### src/rtl/instr_loader_pkg.sv
// Shared types and constants for the instruction loader and the instruction memory.
// Latency: n/a (declarations only).
// Backpressure: n/a.
package instr_loader_pkg;

    typedef enum logic [2:0] {
        S_IDLE,
        S_LEN_LO,
        S_LEN_HI,
        S_DATA,
        S_WRITE,
        S_CKSUM,
        S_DONE
    } loader_state_t;

    localparam int WORD_BYTES = 4;
    localparam int ADDR_STEP  = 4;

    // Reset vector of the CPU; instrmem maps its first word here as well.
    localparam logic [31:0] DEFAULT_BASE_ADDR = 32'h0000_0000;

endpackage

### src/rtl/instr_loader_word_assembler.sv
// Packs a byte stream into little-endian 32-bit words, lane 0 first.
// Latency: word_full/word_next are combinational on the 4th accepted byte.
// Backpressure: none of its own; shift_en is only raised on an accepted byte.
module word_assembler
    import instr_loader_pkg::*;
(
    input  logic        clk,
    input  logic        rst,
    input  logic        clear,
    input  logic        shift_en,
    input  logic [7:0]  byte_in,
    output logic [31:0] word_next,
    output logic        word_full
);

    logic [1:0]  idx;
    logic [31:0] word;

    // Current partial word with the incoming byte merged into its lane.
    always_comb begin
        word_next = word;
        word_next[{idx, 3'b000} +: 8] = byte_in;
        word_full = shift_en && (idx == 2'(WORD_BYTES - 1));
    end

    // Lane index and partial word; index wraps to 0 after the last lane.
    always_ff @(posedge clk or negedge rst) begin
        if (!rst) begin
            idx  <= '0;
            word <= '0;
        end else if (clear) begin
            idx  <= '0;
            word <= '0;
        end else if (shift_en) begin
            idx  <= idx + 2'd1;
            word <= word_next;
        end
    end

endmodule

### src/rtl/instr_loader.sv
// Loads a length-prefixed byte stream into instruction memory and holds cpu_rst until done (INSTR_LOADER_CKSUM_EN adds a trailing XOR checksum byte).
// Latency: one WRITE cycle per word after its 4th byte; done one edge after the last byte or write.
// Backpressure: byte_ready is low in IDLE, WRITE and DONE; bytes are only consumed on byte_valid && byte_ready.
module instr_loader
    import instr_loader_pkg::*;
#(
    parameter int                    DATA_WIDTH = 32,
    parameter int                    ADDR_WIDTH = 32,
    parameter logic [ADDR_WIDTH-1:0] BASE_ADDR  = ADDR_WIDTH'(DEFAULT_BASE_ADDR),
    parameter int                    CNT_WIDTH  = 16
)(
    input  logic                  clk,
    input  logic                  rst,
    input  logic                  start,
    input  logic [7:0]            byte_in,
    input  logic                  byte_valid,
    output logic                  byte_ready,
    output logic                  mem_we,
    output logic [ADDR_WIDTH-1:0] mem_addr,
    output logic [DATA_WIDTH-1:0] mem_wd,
    output logic                  cpu_rst,
    output logic                  busy,
    output logic                  done,
    output logic [CNT_WIDTH-1:0]  word_cnt,
    output logic                  err
);

    loader_state_t        state;
    logic [CNT_WIDTH-1:0] len;
    logic [CNT_WIDTH-1:0] len_full;
    logic [CNT_WIDTH:0]   cnt_inc;
    logic                 last_word;
    logic                 byte_xfer;
    logic                 load_go;
    logic                 asm_shift;
    logic [31:0]          asm_word;
    logic                 asm_full;

`ifdef INSTR_LOADER_CKSUM_EN
    logic [7:0] cksum;
`else
    assign err = 1'b0;
`endif

    // Handshake, start qualification and the extra-width last-word compare.
    always_comb begin
        byte_xfer = byte_valid && byte_ready;
        load_go   = start && ((state == S_IDLE) || (state == S_DONE));
        asm_shift = byte_xfer && (state == S_DATA);
        len_full  = CNT_WIDTH'({byte_in, len[7:0]});
        cnt_inc   = (CNT_WIDTH + 1)'(word_cnt) + 1'b1;
        last_word = (cnt_inc == {1'b0, len});
    end

    word_assembler u_asm (
        .clk       (clk),
        .rst       (rst),
        .clear     (load_go),
        .shift_en  (asm_shift),
        .byte_in   (byte_in),
        .word_next (asm_word),
        .word_full (asm_full)
    );

    // Load sequencer with registered handshake, memory and status outputs.
    always_ff @(posedge clk or negedge rst) begin
        if (!rst) begin
            state      <= S_IDLE;
            byte_ready <= 1'b0;
            mem_we     <= 1'b0;
            mem_addr   <= BASE_ADDR;
            mem_wd     <= '0;
            cpu_rst    <= 1'b1;
            busy       <= 1'b0;
            done       <= 1'b0;
            word_cnt   <= '0;
            len        <= '0;
`ifdef INSTR_LOADER_CKSUM_EN
            err        <= 1'b0;
            cksum      <= '0;
`endif
        end else begin
            mem_we <= 1'b0;
`ifdef INSTR_LOADER_CKSUM_EN
            if (byte_xfer && (state != S_CKSUM))
                cksum <= cksum ^ byte_in;
`endif
            case (state)
                S_IDLE, S_DONE: begin
                    if (start) begin
                        state      <= S_LEN_LO;
                        byte_ready <= 1'b1;
                        mem_addr   <= BASE_ADDR;
                        cpu_rst    <= 1'b1;
                        busy       <= 1'b1;
                        done       <= 1'b0;
                        word_cnt   <= '0;
`ifdef INSTR_LOADER_CKSUM_EN
                        err        <= 1'b0;
                        cksum      <= '0;
`endif
                    end
                end
                S_LEN_LO: begin
                    if (byte_xfer) begin
                        len   <= CNT_WIDTH'(byte_in);
                        state <= S_LEN_HI;
                    end
                end
                S_LEN_HI: begin
                    if (byte_xfer) begin
                        len <= len_full;
                        if (len_full != '0) begin
                            state <= S_DATA;
                        end else begin
`ifdef INSTR_LOADER_CKSUM_EN
                            state      <= S_CKSUM;
`else
                            state      <= S_DONE;
                            byte_ready <= 1'b0;
                            busy       <= 1'b0;
                            done       <= 1'b1;
                            cpu_rst    <= 1'b0;
`endif
                        end
                    end
                end
                S_DATA: begin
                    if (asm_full) begin
                        state      <= S_WRITE;
                        byte_ready <= 1'b0;
                        mem_we     <= 1'b1;
                        mem_wd     <= DATA_WIDTH'(asm_word);
                    end
                end
                S_WRITE: begin
                    mem_addr <= mem_addr + ADDR_WIDTH'(ADDR_STEP);
                    word_cnt <= cnt_inc[CNT_WIDTH-1:0];
                    if (!last_word) begin
                        state      <= S_DATA;
                        byte_ready <= 1'b1;
                    end else begin
`ifdef INSTR_LOADER_CKSUM_EN
                        state      <= S_CKSUM;
                        byte_ready <= 1'b1;
`else
                        state      <= S_DONE;
                        busy       <= 1'b0;
                        done       <= 1'b1;
                        cpu_rst    <= 1'b0;
`endif
                    end
                end
`ifdef INSTR_LOADER_CKSUM_EN
                S_CKSUM: begin
                    if (byte_xfer) begin
                        state      <= S_DONE;
                        byte_ready <= 1'b0;
                        busy       <= 1'b0;
                        done       <= 1'b1;
                        err        <= (byte_in != cksum);
                        cpu_rst    <= (byte_in != cksum);
                    end
                end
`endif
                default: begin
                    state      <= S_IDLE;
                    byte_ready <= 1'b0;
                end
            endcase
        end
    end

endmodule

### config.mk
export PLATFORM = sky130hd
export DESIGN_NAME = instr_loader
export DESIGN_NICKNAME = d
export VERILOG_FILES = /design/src/rtl/instr_loader_pkg.sv /design/src/rtl/instr_loader_word_assembler.sv /design/src/rtl/instr_loader.sv
export SDC_FILE = /design/constraint.sdc
export NUM_CORES = 1
export LEC_CHECK = 0
export CORE_ASPECT_RATIO = 1.4
export CORE_MARGIN = 4
export CORE_UTILIZATION = 35
export CTS_BUF_LIST = sky130_fd_sc_hd__clkbuf_4
export DETAILED_ROUTE_END_ITERATION = 7
export PLACE_DENSITY = 0.66
export SETUP_SLACK_MARGIN = 0.05
export SLEW_MARGIN = 40
export SYNTH_ARGS = -nofsm -noshare
export SYNTH_HDL_FRONTEND = slang
export SYNTH_SLANG_ARGS = --single-unit
### constraint.sdc
create_clock -name clk -period 2.3 [get_ports clk]
set_clock_uncertainty 0.05 [all_clocks]
set_input_delay 0.46 -clock clk [delete_from_list [all_inputs] [get_ports clk]]
set_output_delay 0.46 -clock clk [all_outputs]
set_load 0.1 [all_outputs]
==> run summary <==
=================================================================================================
Post-synthesis sequential area ratio ...............................................        49.0%
Fraction of layout instances using a drive strength above 1 ........................        27.7%
Min Clock Period, post-route .......................................................      2220 ps
Worst-skew pair later-pin latency ..................................................       570 ps
Placed cell count ..................................................................         1047
Hold/Removal Path Class ............................................................  in -> async
Max VDD drop .......................................................................   0.000308 V
Leading post-synthesis cells by cell area .......................................... dfrtp_1 49%, o21ai_0 5.3%, nand2_1 5.1%, nor2_1 3.4%, a21oi_1 3.1%
Total net switching power ..........................................................      1.13 mW
Category of the most critical setup path ...........................................   reg -> reg
Library cell with the highest instance count after synthesis .......................      dfrtp_1
Mapped Avg Cell Area ...............................................................    9.16 um^2
Seq cells post-synth ...............................................................          128
Most used standard cells in the synthesized netlist ................................ 127 x dfrtp_1, 88 x nand2_1, 69 x o21ai_0
Required time of the worst setup path ..............................................      2750 ps
Clock Tree Buf Depth ...............................................................            2
Startpoint class of the critical path ..............................................    flip-flop
Pin count of the biggest net entering global routing ...............................           37
Number of H-tree levels ............................................................            4
RSZ-0062 raised after global routing ...............................................          yes
Critical Path Sink Type ............................................................    flip-flop
Fraction of power consumed by the clock network ....................................        40.1%
Worst slew pin tran ................................................................       509 ps
Synth Instances ....................................................................          713
Syn-to-layout area delta ...........................................................        25.9%
Final Instance Count excl. Fillers .................................................         1083
Fill cell count ....................................................................         1771
Final setup margin .................................................................      77.6 ps
Post-route antenna net violation count .............................................            0
Data arrival time of the critical path .............................................      2670 ps
Placer's final routability congestion estimate .....................................        0.874
Via density per instance ...........................................................         5.27
Number of distinct library cell variants in the gate-level netlist after synthesis .           61
Number of vias after detailed routing ..............................................         5708
Wire length of the first global-routing pass .......................................      29.3 mm
Clock root buffer ..................................................................     clkbuf_4
Wire length reported by the detailed router ........................................      17.7 mm
Sequential share of power ..........................................................        54.9%
Outcome ............................................................................ complete, no violations
Clock sink total ...................................................................          128
Half-perimeter wire length after detailed placement ................................      13.0 mm
Die Span X .........................................................................       123 um
Final count of negative-setup-slack endpoints ......................................            0
Yosys warnings .....................................................................            0
Cell type with the largest total area after synthesis ..............................      dfrtp_1
# DRC ..............................................................................            0
Die height .........................................................................       170 um
Worst rel slew slack ...............................................................        65.9%
Area of the placeable core .........................................................  0.0181 mm^2
Final global-route overflow total ..................................................            0
Static Leak ........................................................................      3.72 nW
Pre-CTS WS .........................................................................      41.3 ps
Net switching share of the total power .............................................        27.4%
Starting Density ...................................................................        36.0%
Final core utilization .............................................................        45.4%
Predominant post-synthesis flop cell ...............................................      dfrtp_1
Design Power .......................................................................      4.11 mW
Number of buffers inserted during clock tree synthesis .............................           17
Total Nets Final ...................................................................          848
Fraction of synthesized cell area taken by the top area cell type ..................        48.6%
Clock slew seen by the registers of the worst setup and hold paths .................       130 ps
Maximum clock rate .................................................................      450 MHz
Post-synth design cell area ........................................................ 0.00653 mm^2
Via count of the first global-routing pass .........................................         5555
Detailed Routing Iterations Pass 1 .................................................            5
Final clock period utilization by the worst path ...................................        96.6%
Internal cell power ................................................................      2.98 mW
Number of max-capacitance violations reported ......................................            0
R2R cell count .....................................................................            7
Row count ..........................................................................           58
Proportion of synthesized flip-flops having asynchronous set or reset ..............         100%
Maximum fanout encountered on the critical timing path .............................            7
TritonCTS clock tree ...............................................................         done
GR Util All Layers .................................................................        17.7%
Final number of max-transition violations ..........................................            0
Final hold viol count ..............................................................            0
First DRT Iteration DRCs ...........................................................          332
IO buf count .......................................................................           94
Relative contribution of combinational cells to total power ........................         5.0%
Ports ..............................................................................           98
Number of synthesized flops with an enable pin .....................................            0
Number of antenna violations at the first check in global routing ..................            1
Average wire per cell in the routed design .........................................      16.4 um
Area of the die ....................................................................  0.0209 mm^2
Total power per unit cell area .....................................................  500 mW/mm^2
Setup total negative slack .........................................................         0 ps
=================================================================================================
-- repair_timing --
item	in CTS	in global routing
pin swaps	0	2
setup buffers	2	0
hold buffers	1	0
gates cloned	0	0
gates resized for setup	0	0
hold endpoints to repair	22	0
endpoints found under the setup margin	3	6
-- sequential cells by signal, summed over array words and instances (netlist names) --
signal      cells
byte_ready      1
cpu_rst         1
mem_we          1
len            16
done            1
mem_addr       30
mem_wd         32
busy            1
u_asm.word     24
state           3
word_cnt       16
u_asm.idx       2
-- metrics by stage --
stage                     cell area, um^2  hold slack [ps]
after global routing                 8230              285
after floorplan                      6690              114
after CTS                            8230              262
final                                8230              295
after global placement               7900              362
after detailed placement             7900              374
-- layout make-up --
class	count	area, um^2	area share, %
inverters	14	52.6	0.639
clock buffers	17	128	1.55
diodes	1	2.50	0.0304
repair buffers	148	1160	14.1
well taps	240	300	3.65
multi-input cells	520	3120	38.0
clock inverters	15	169	2.05
flip-flops and latches	128	3290	40.0
-- worst max-delay path, cell delays in order, from the launching register on --
cell and delay, ps:
dfrtp_4 460, ha_4 160, nand3_4 90, or3_4 400, a2111oi_4 410, nand4b_2 170
nor4_4 260, or2_1 150
-- power by group through the flow --
stage	clock, mW	sequential, mW	combinational (mW)
6_report	1.65	2.26	0.207
3_3_place_gp	0	2.30	0.209
5_1_grt	1.81	2.26	0.225
2_1_floorplan	0	2.33	0.0645
3_5_place_dp	0	2.30	0.210
4_1_cts	1.71	2.26	0.212
-- path summary, 6_finish.rpt --
kind,startpoint,to,slack [ps]
hold reg to reg,mem_wd[3],mem_wd[3],440
setup / recovery,word_cnt[1],done,80
max in group asynchronous,rst,word_cnt[5],1290
hold / removal,rst,mem_wd[3],300
min in group clk,mem_wd[3],mem_wd[3],440
setup reg to reg,word_cnt[1],done,80
-- cells by family after synthesis --
group / Yosys count / synth area share [%]
buffers and inverters: 67 / 4.27
muxes: 8 / 1.23
AOI/OAI and AO/OA: 192 / 18.6
xor gates and xnor gates: 21 / 2.81
DFF: 128 / 49.0
other: 1 / 0.0574
and+or+nand+nor: 289 / 22.7
adders and majority gates: 7 / 1.34
-- layout by cell type, fill, tap and decap left out, types with 10 or more instances in the layout --
cell type          n
buf_4            135
dfrtp_1           91
nand2_1           87
o21ai_0           69
nor2_1            60
a21oi_1           41
nand3_1           36
nor2b_1           31
a22oi_1           24
dfrtp_2           20
clkbuf_4          17
a22o_1            16
dfrtp_4           16
nand4_1           14
inv_1             13
nor3_1            11
xnor2_1           11
xor2_1            10
clkdlybuf4s50_1   10
-- metal layers --
metal	global-route usage (%)	share of wire [%]	vias to the layer above
met2	30.9	52	145
met3	3.50	4.7	26
li1	-	-	2787
met4	6.27	2.1	0
met1	21.5	41	2750
met5	0	0	-
(Power assumes the default switching activity.)
